**src/rtl/pipeline_hazard_ctrl.sv**
```systemverilog
// Hazard scheduler for a 5-stage MIPS pipeline, placed beside the ID stage.
// It decodes the ID instruction, tracks in-flight destinations in EX/MEM/WB,
// and produces the stall/flush controls and the registered EX forwarding selects.
module pipeline_hazard_ctrl #(
  parameter bit FORWARDING = 1'b1,
  parameter bit WB_BYPASS  = 1'b1,
  parameter int CNT_W      = 16
) (
  input  logic             clk,
  input  logic             reset,
  input  logic [31:0]      instruction_ID,
  input  logic             id_valid,
  input  logic             branch_taken_EX,
  output logic             regIF_en,
  output logic             regID_en,
  output logic             nopMux,
  output logic             flush_ID,
  output logic [1:0]       fwdA_EX,
  output logic [1:0]       fwdB_EX,
  output logic [CNT_W-1:0] stall_cycles
);

  localparam logic [5:0] OP_RTYPE = 6'h00, OP_J    = 6'h02, OP_JAL  = 6'h03,
                         OP_BEQ   = 6'h04, OP_BNE  = 6'h05, OP_ADDI = 6'h08,
                         OP_XORI  = 6'h0E, OP_LW   = 6'h23, OP_SW   = 6'h2B;
  localparam logic [5:0] FN_JR    = 6'h08;

  logic [5:0] op, funct;
  logic [4:0] rs, rt, rd;
  logic       use_rs, use_rt, id_ld;
  logic [4:0] id_dst;

  logic [4:0] ex_dst, mem_dst, wb_dst;
  logic       ex_ld, mem_ld;

  logic       hazard, stall, advance;
  logic       unused_bits;

  assign op    = instruction_ID[31:26];
  assign rs    = instruction_ID[25:21];
  assign rt    = instruction_ID[20:16];
  assign rd    = instruction_ID[15:11];
  assign funct = instruction_ID[5:0];

  // shamt and the MEM load flag carry no hazard information here
  assign unused_bits = ^{instruction_ID[10:6], mem_ld};

  // A destination of $0 means "none", so $0 never hits.
  function automatic logic hit(input logic [4:0] src, input logic [4:0] dst);
    return (dst != 5'd0) && (src == dst);
  endfunction

  // Forward select for one source: a non-load in EX beats MEM.
  function automatic logic [1:0] fsel(input logic used, input logic [4:0] src,
                                      input logic [4:0] exd, input logic exl,
                                      input logic [4:0] memd);
    if (!used)                   return 2'd0;
    else if (hit(src, exd) && !exl) return 2'd1;
    else if (hit(src, memd))     return 2'd2;
    else                         return 2'd0;
  endfunction

  // Decode the ID instruction into used sources and destination
  always_comb begin
    use_rs = 1'b0;
    use_rt = 1'b0;
    id_dst = 5'd0;
    id_ld  = 1'b0;
    if (id_valid) begin
      case (op)
        OP_RTYPE: begin
          use_rs = 1'b1;
          if (funct != FN_JR) begin
            use_rt = 1'b1;
            id_dst = rd;
          end
        end
        OP_LW:            begin use_rs = 1'b1; id_dst = rt; id_ld = 1'b1; end
        OP_ADDI, OP_XORI: begin use_rs = 1'b1; id_dst = rt; end
        OP_SW, OP_BEQ, OP_BNE: begin use_rs = 1'b1; use_rt = 1'b1; end
        OP_JAL:           id_dst = 5'd31;
        OP_J:             ;
        default:          ;
      endcase
    end
  end

  // RAW detection against the in-flight destinations
  always_comb begin
    hazard = 1'b0;
    if (FORWARDING) begin
      hazard = ex_ld && ((use_rs && hit(rs, ex_dst)) || (use_rt && hit(rt, ex_dst)));
    end else begin
      hazard = (use_rs && (hit(rs, ex_dst) || hit(rs, mem_dst))) ||
               (use_rt && (hit(rt, ex_dst) || hit(rt, mem_dst)));
      if (!WB_BYPASS)
        hazard = hazard || (use_rs && hit(rs, wb_dst)) || (use_rt && hit(rt, wb_dst));
    end
  end

  assign stall   = !reset && id_valid && hazard && !branch_taken_EX;
  assign advance = id_valid && !stall && !branch_taken_EX;

  // Pipeline control outputs; a taken branch overrides any stall
  always_comb begin
    regIF_en = 1'b1;
    regID_en = 1'b1;
    nopMux   = 1'b0;
    flush_ID = 1'b0;
    if (reset) begin
      regIF_en = 1'b1;
    end else if (branch_taken_EX) begin
      flush_ID = 1'b1;
      nopMux   = 1'b1;
    end else if (stall) begin
      regIF_en = 1'b0;
      regID_en = 1'b0;
      nopMux   = 1'b1;
    end
  end

  // Destination tracking, forward selects and the saturating stall counter
  always_ff @(posedge clk or posedge reset) begin
    if (reset) begin
      ex_dst       <= '0;
      ex_ld        <= 1'b0;
      mem_dst      <= '0;
      mem_ld       <= 1'b0;
      wb_dst       <= '0;
      fwdA_EX      <= 2'd0;
      fwdB_EX      <= 2'd0;
      stall_cycles <= '0;
    end else begin
      mem_dst <= ex_dst;
      mem_ld  <= ex_ld;
      wb_dst  <= mem_dst;
      if (advance) begin
        ex_dst <= id_dst;
        ex_ld  <= id_ld;
      end else begin
        ex_dst <= '0;
        ex_ld  <= 1'b0;
      end
      if (FORWARDING && advance) begin
        fwdA_EX <= fsel(use_rs, rs, ex_dst, ex_ld, mem_dst);
        fwdB_EX <= fsel(use_rt, rt, ex_dst, ex_ld, mem_dst);
      end else begin
        fwdA_EX <= 2'd0;
        fwdB_EX <= 2'd0;
      end
      if (stall && (stall_cycles != {CNT_W{1'b1}}))
        stall_cycles <= stall_cycles + 1'b1;
    end
  end

endmodule

```
**config.mk**
```make
export PLATFORM = sky130hd
export DESIGN_NAME = pipeline_hazard_ctrl
export DESIGN_NICKNAME = d
export VERILOG_FILES = /design/src/rtl/pipeline_hazard_ctrl.sv
export SDC_FILE = /design/constraint.sdc
export NUM_CORES = 1
export LEC_CHECK = 0
export CORE_UTILIZATION = 40
export DETAILED_ROUTE_END_ITERATION = 16
export PLACE_DENSITY_LB_ADDON = 0.12
export SETUP_SLACK_MARGIN = 0.2
export SLEW_MARGIN = 15
export SYNTH_ARGS = -nofsm -noshare
export SYNTH_HDL_FRONTEND = slang
export SYNTH_SLANG_ARGS = --single-unit
export TNS_END_PERCENT = 1
```
**constraint.sdc**
```tcl
create_clock -name clk -period 3.25 [get_ports clk]
set_input_delay 0.65 -clock clk [delete_from_list [all_inputs] [get_ports clk]]
set_output_delay 0.65 -clock clk [all_outputs]
set_load 0.1 [all_outputs]
```
# After elaboration in Yosys (flattened, before gate mapping)
# Cells that the tools add are included.
[totals]
reg_bits = 31
word_cells = 74
[op_classes]
mux = 28
eq_ne = 13
reduce_logical = 26
addsub = 1
[op_table]
columns = ["cell", "n"]
rows = [
  ["equality test 5 bit", 4],
  ["adder 16 x 1 -> 16 bit (second input constant)", 1],
  ["2-to-1 mux 2 bit", 8],
  ["inequality test 16 bit (second input constant)", 1],
  ["logical AND 1 bit", 15],
  ["2-to-1 mux 1 bit", 15],
  ["2-to-1 mux 5 bit", 3],
  ["case mux 5 bit (3 select lines)", 1],
  ["equality test 6 x 3 -> 1 bit (second input constant)", 2],
  ["equality test 6 x 4 -> 1 bit (second input constant)", 2],
  ["equality test 6 bit (second input constant)", 2],
  ["nonzero test 5 bit", 2],
  ["OR reduction 7 bit", 1],
  ["equality test 6 x 2 -> 1 bit (second input constant)", 1],
  ["logical NOT 6 bit", 1],
  ["inequality test 6 x 4 -> 1 bit (second input constant)", 1],
  ["OR reduction 3 bit", 2],
  ["logical NOT 1 bit", 4],
  ["case mux 1 bit (2 select lines)", 1],
  ["logical OR 1 bit", 1],
]

# Logic depth before layout (Yosys ltp)
[depth]
ltp_word = 13
depth_mapped = 8
ltp_nobuf = 7

# Least setup slack after synthesis
# OpenSTA, ideal clock, no wires.
[synth_timing]
kind = "input to output"
start = "input instruction_ID[1]"
end = "output regIF_en"
cell_stages = 8
t_arrival_ns = 3.023
setup_slack_ns = -0.423
n_path_buf = 3
path_cell_list = "or4b_1 -> o311a_2 -> nor3_2 -> o32a_1 -> buf_6 -> buf_6 -> or3_2 -> buf_4"
[synth_via]
elab_chain_len = 12
[synth_rtl]
columns = ["item", "line_no", "rtl"]
rows = [
  ["from (decl)", "11", "input logic [31:0] instruction_ID,"],
  ["inequality test 6 x 4 -> 1 bit", "73", "if (funct != FN_JR) begin"],
  ["2-to-1 mux 1 bit", "73", ""],
  ["case mux 1 bit (2 select lines)", "70", "case (op)"],
  ["2-to-1 mux 1 bit", "69", "if (id_valid) begin"],
  ["logical AND 1 bit", "92", "hazard = ex_ld && ((use_rs && hit(rs, ex_dst)) || (use_rt && hit(rt, ex_dst)));"],
  ["logical OR 1 bit", "92", ""],
  ["logical AND 1 bit", "92", ""],
  ["logical AND 1 bit (2 in a row)", "101", "assign stall = !reset && id_valid && hazard && !branch_taken_EX;"],
  ["2-to-1 mux 1 bit (3 in a row)", "n/a", ""],
  ["to (decl)", "14", "output logic regIF_en,"],
]
# No other way between the ends.

# Worst setup path in the final report
[layout_timing]
start = "input instruction_ID[27]"
end = "output regID_en"
[layout_via]
elab_chain_len = 12
word_cells_on_any_way = 22
cone_classes = "eq/ne (6); mux (7); reduce/logical (9)"
[layout_rtl]
columns = ["item", "line_no", "rtl"]
rows = [
  ["equality test 6 bit, or another cell as far along", "70", ""],
  ["OR reduction 3 bit or OR reduction 7 bit (tied branches)", "n/a", ""],
  ["case mux 1 bit (2 select lines) or 2-to-1 mux 1 bit (tied branches)", "70", ""],
  ["2-to-1 mux 1 bit", "69", ""],
  ["logical AND 1 bit", "92", ""],
  ["logical OR 1 bit *", "92", ""],
  ["logical AND 1 bit *", "92", ""],
  ["logical AND 1 bit * (2 in a row)", "101", ""],
  ["2-to-1 mux 1 bit *", "115", "end else if (stall) begin"],
  ["2-to-1 mux 1 bit *", "112", "end else if (branch_taken_EX) begin"],
  ["2-to-1 mux 1 bit *", "110", "if (reset) begin"],
  ["to (decl)", "15", "output logic regID_en,"],
]
# Every way passes the cells marked *; elsewhere a longest branch is shown, timed or not.

==> impl_metrics.json <==
{
  "status": "complete, no violations",
  "synth_sequential_area_ratio_pct": 42.8,
  "core.rowCount": 24,
  "dp.cells": 313,
  "share_of_the_synthesized_area_in_the_top_cell_type_pct": 42.8,
  "pwr_density_cell_nw_per_um2": 307,
  "fin_cells": 325,
  "compound_cell_area_share_of_the_yosys_netlist_pct": 7.80,
  "yosys.cell_count.top_type": "dfrtp_1",
  "maxCapViolCount": 0,
  "routed_wirelength_um": 4530,
  "worst_setup_path_start_kind": "input pin",
  "critical_path.max_stage_delay_ns": 0.45,
  "antenna_cells": 0,
  "power_switching_uw": 201,
  "initial_core_util_pct": 41.6,
  "power.leakage_nw": 1.30,
  "antenna_violations_before_repair": 0,
  "drive_above_1_share_pct": 32.6,
  "cts_num_sinks": 31,
  "cts_tree": "built",
  "die_area_um2": 4800,
  "finalNetCount": 309,
  "timing_hold_violations_final": 0,
  "yosysWarningCount": 0,
  "numCtsBuffers": 5,
  "globalRoute.totalOverflow": 0,
  "grt_first_pass_wirelength_um": 7530,
  "layout.filler_cells": 369,
  "syn-instance-count": 182,
  "die_h_um": 69.3,
  "synthArstFlopShare_pct": 100,
  "count_of_port_buffers_added_during_placement": 54,
  "htree_num_levels": 2,
  "share_of_power_burned_in_registers_pct": 46.0,
  "synth-simple-area-share_pct": 28.1,
  "post-route-min-period_ns": 3.15,
  "place_congestion": 0.836,
  "drv_slew": 0,
  "final_critical_path_setup_slack_ns": 0.0986,
  "grt_pass1_vias": 1601,
  "num_io_pins": 60,
  "synthDominantAreaCellType": "dfrtp_1",
  "worst-slew-pin-transition_ns": 0.598,
  "ctsRootBufferMaster": "clkbuf_8",
  "synth_fa_ha_area_share_pct": 0.691,
  "synth.cell_area_um2": 1810,
  "critPathRequiredTime_ns": 2.60,
  "slew_headroom_pct": 59.8,
  "postSynthNetCount": 219,
  "viasPerCell": 5.34,
  "place_ws_ns": -0.236,
  "synth_top_cells_by_area": "dfrtp_1, xnor2_1, xor2_1",
  "mean_routed_wirelength_per_cell_um": 13.9,
  "synthFlopType": "dfrtp_1",
  "fin_skew_ns": 0.00536,
  "drc": 0,
  "place_hpwl_um": 3570,
  "fmax_mhz": 317,
  "cp_slowest_cell": "or3_4",
  "switching_share_pct": 23.7,
  "critical_path.max_fanout": 4,
  "timing_worst_setup_path_type": "input pin to primary output",
  "final_min_period_over_clock_period_pct": 97.0,
  "crit_path_cell_trace": "clkdlybuf4s15_1, nor4_4, o311a_4, nor3_4, o32a_1, or3_4, buf_12",
  "combinational_share_of_power_pct": 14.9,
  "hp-class": "flop to flop",
  "critical_path.endpoint_type": "primary output",
  "clkLatencyLatePin_ns": 0.28,
  "clkSlewWorstSetupHoldPaths_ns": 0.06,
  "synth_top_family_by_area": "simple AND/OR/NAND/NOR gates",
  "power.share.clock_pct": 39.1,
  "grt_max_degree": 33,
  "setup_viol_count_final": 0,
  "synth_edf_count": 0,
  "synth-xor-area-share_pct": 16.4,
  "library_cells_used_by_synthesis": 44,
  "detailedRoute.firstIterationViolations": 121,
  "drtAntennaViolNets": 0,
  "detail_route.first_pass.iterations": 7,
  "rsz0062_at_grt": "true",
  "arrival_time_of_the_worst_setup_path_ns": 2.50,
  "die_w_um": 69.3,
  "netlist_top_cells_count": "dfrtp_1, xnor2_1, xor2_1",
  "core_region_area_um2": 4350,
  "grt_util_all_layers_pct": 19.8,
  "power_report.internal_total_uw": 646,
  "synthToLayoutAreaGrowth_pct": 52.4,
  "cts_max_path_buffers": 2,
  "post_synth.cell_area_avg_um2": 9.95,
  "synth_mux_area_share_pct": 1.45,
  "peakVddDrop_mv": 0.169,
  "postSynthRegisterBits": 31,
  "route.vias.total": 1734
}
[worst max-delay path: cells and delay by family]
| kind | cells | cell delay [ns] |
|---|---|---|
| buf+inv | 2 | 0.40 |
| compound gates | 2 | 0.62 |
| simple gates | 3 | 0.81 |
[metal layers]
| metal | up-vias | part of all wire (%) | routed length, um | GRT usage [%] |
|---|---|---|---|---|
| met3 | 7 | 4.3 | 196 | 4.51 |
| li1 | 855 | - | - | - |
| met5 | - | 0 | 0 | 0 |
| met4 | 0 | 1.2 | 55 | 5.44 |
| met1 | 828 | 48 | 2180 | 28.9 |
| met2 | 44 | 46 | 2090 | 29.6 |
[power groups by stage]
stage               sequential [mW]  clock, mW  combinational, mW
finish                        0.389      0.331              0.126
global route                  0.389      0.358              0.136
global placement              0.396          0              0.128
detailed placement            0.396          0              0.129
floorplan                     0.395          0             0.0461
CTS                           0.389      0.339              0.125
[placed cells by master, fill, tap and decap left out, drive strengths merged, types with 4 or more instances in the layout]
| cell type | count |
|---|---|
| dlymetal6s2s | 4 |
| buf | 60 |
| nand3 | 8 |
| nor4 | 11 |
| xor2 | 17 |
| a221oi | 5 |
| nand4 | 7 |
| clkbuf | 13 |
| or4 | 4 |
| nor3 | 14 |
| inv | 4 |
| clkdlybuf4s50 | 11 |
| nor2 | 13 |
| dfrtp | 31 |
| dlygate4sd2 | 4 |
| nor2b | 4 |
| nand2 | 15 |
| xnor2 | 17 |
[worst paths after layout]
kind | startpoint | to | slack (ns) | depth (start not counted)
max | instruction_ID[27] | regID_en | 0.1 | 7
max reg2reg | ex_dst[3] | stall_cycles[12] | 0.76 | 8
min | ex_dst[2] | mem_dst[2] | 0.48 | 0
max in group asynchronous | reset | fwdA_EX[0] | 2.09 | 3
min reg2reg | ex_dst[2] | mem_dst[2] | 0.48 | 0
min in group asynchronous | reset | stall_cycles[9] | 0.87 | 3
[final cells by class]
| type | instances | area [um^2] | share of cell area, % |
|---|---|---|---|
| clock buffers | 8 | 100 | 3.62 |
| inverters | 4 | 15.0 | 0.544 |
| multi-input cells | 143 | 1050 | 38.1 |
| flip-flops and latches | 31 | 776 | 28.1 |
| well taps | 52 | 65.1 | 2.36 |
| repair buffers | 87 | 753 | 27.3 |
[stage by stage]
step	setup TNS (ns)	hold slack [ns]	power (mW)	util [%]	cell area, um^2
3_5_place_dp	-0.696	0.467	0.525	60.3	2630
3_3_place_gp	-0.709	0.462	0.524	60.3	2630
4_1_cts	0	0.482	0.853	62.8	2730
2_1_floorplan	-0.0114	0.421	0.442	-	1860
5_1_grt	0	0.497	0.883	63.4	2760
6_report	0	0.483	0.846	63.4	2760
[flip-flops by register name (all words and copies together), names as in the netlist]
signal and count:
fwdA_EX 2, stall_cycles 16, fwdB_EX 2, ex_dst 5, ex_ld 1, mem_dst 5
[cell families (layout without fill, tap and decap cells)]
group / count (synthesis) / after routing
and+or+nand+nor: 88 / 88
xor gates and xnor gates: 34 / 34
DFF: 31 / 31
AOI/OAI and AO/OA: 18 / 18
buffers and inverters: 8 / 99
muxes: 2 / 2
adders and majority gates: 1 / 1
[timing repair]
| item | CTS | global route |
|---|---|---|
| pin swaps | 8 | 15 |
| hold endpoints to repair | 0 | 0 |
| buffers inserted | 2 | 2 |
| hold buffers | 0 | 0 |
| setup endpoints to repair | 3 | 3 |
| gates resized for setup | 26 | 20 |
Power figures use the tool's default switching activity.
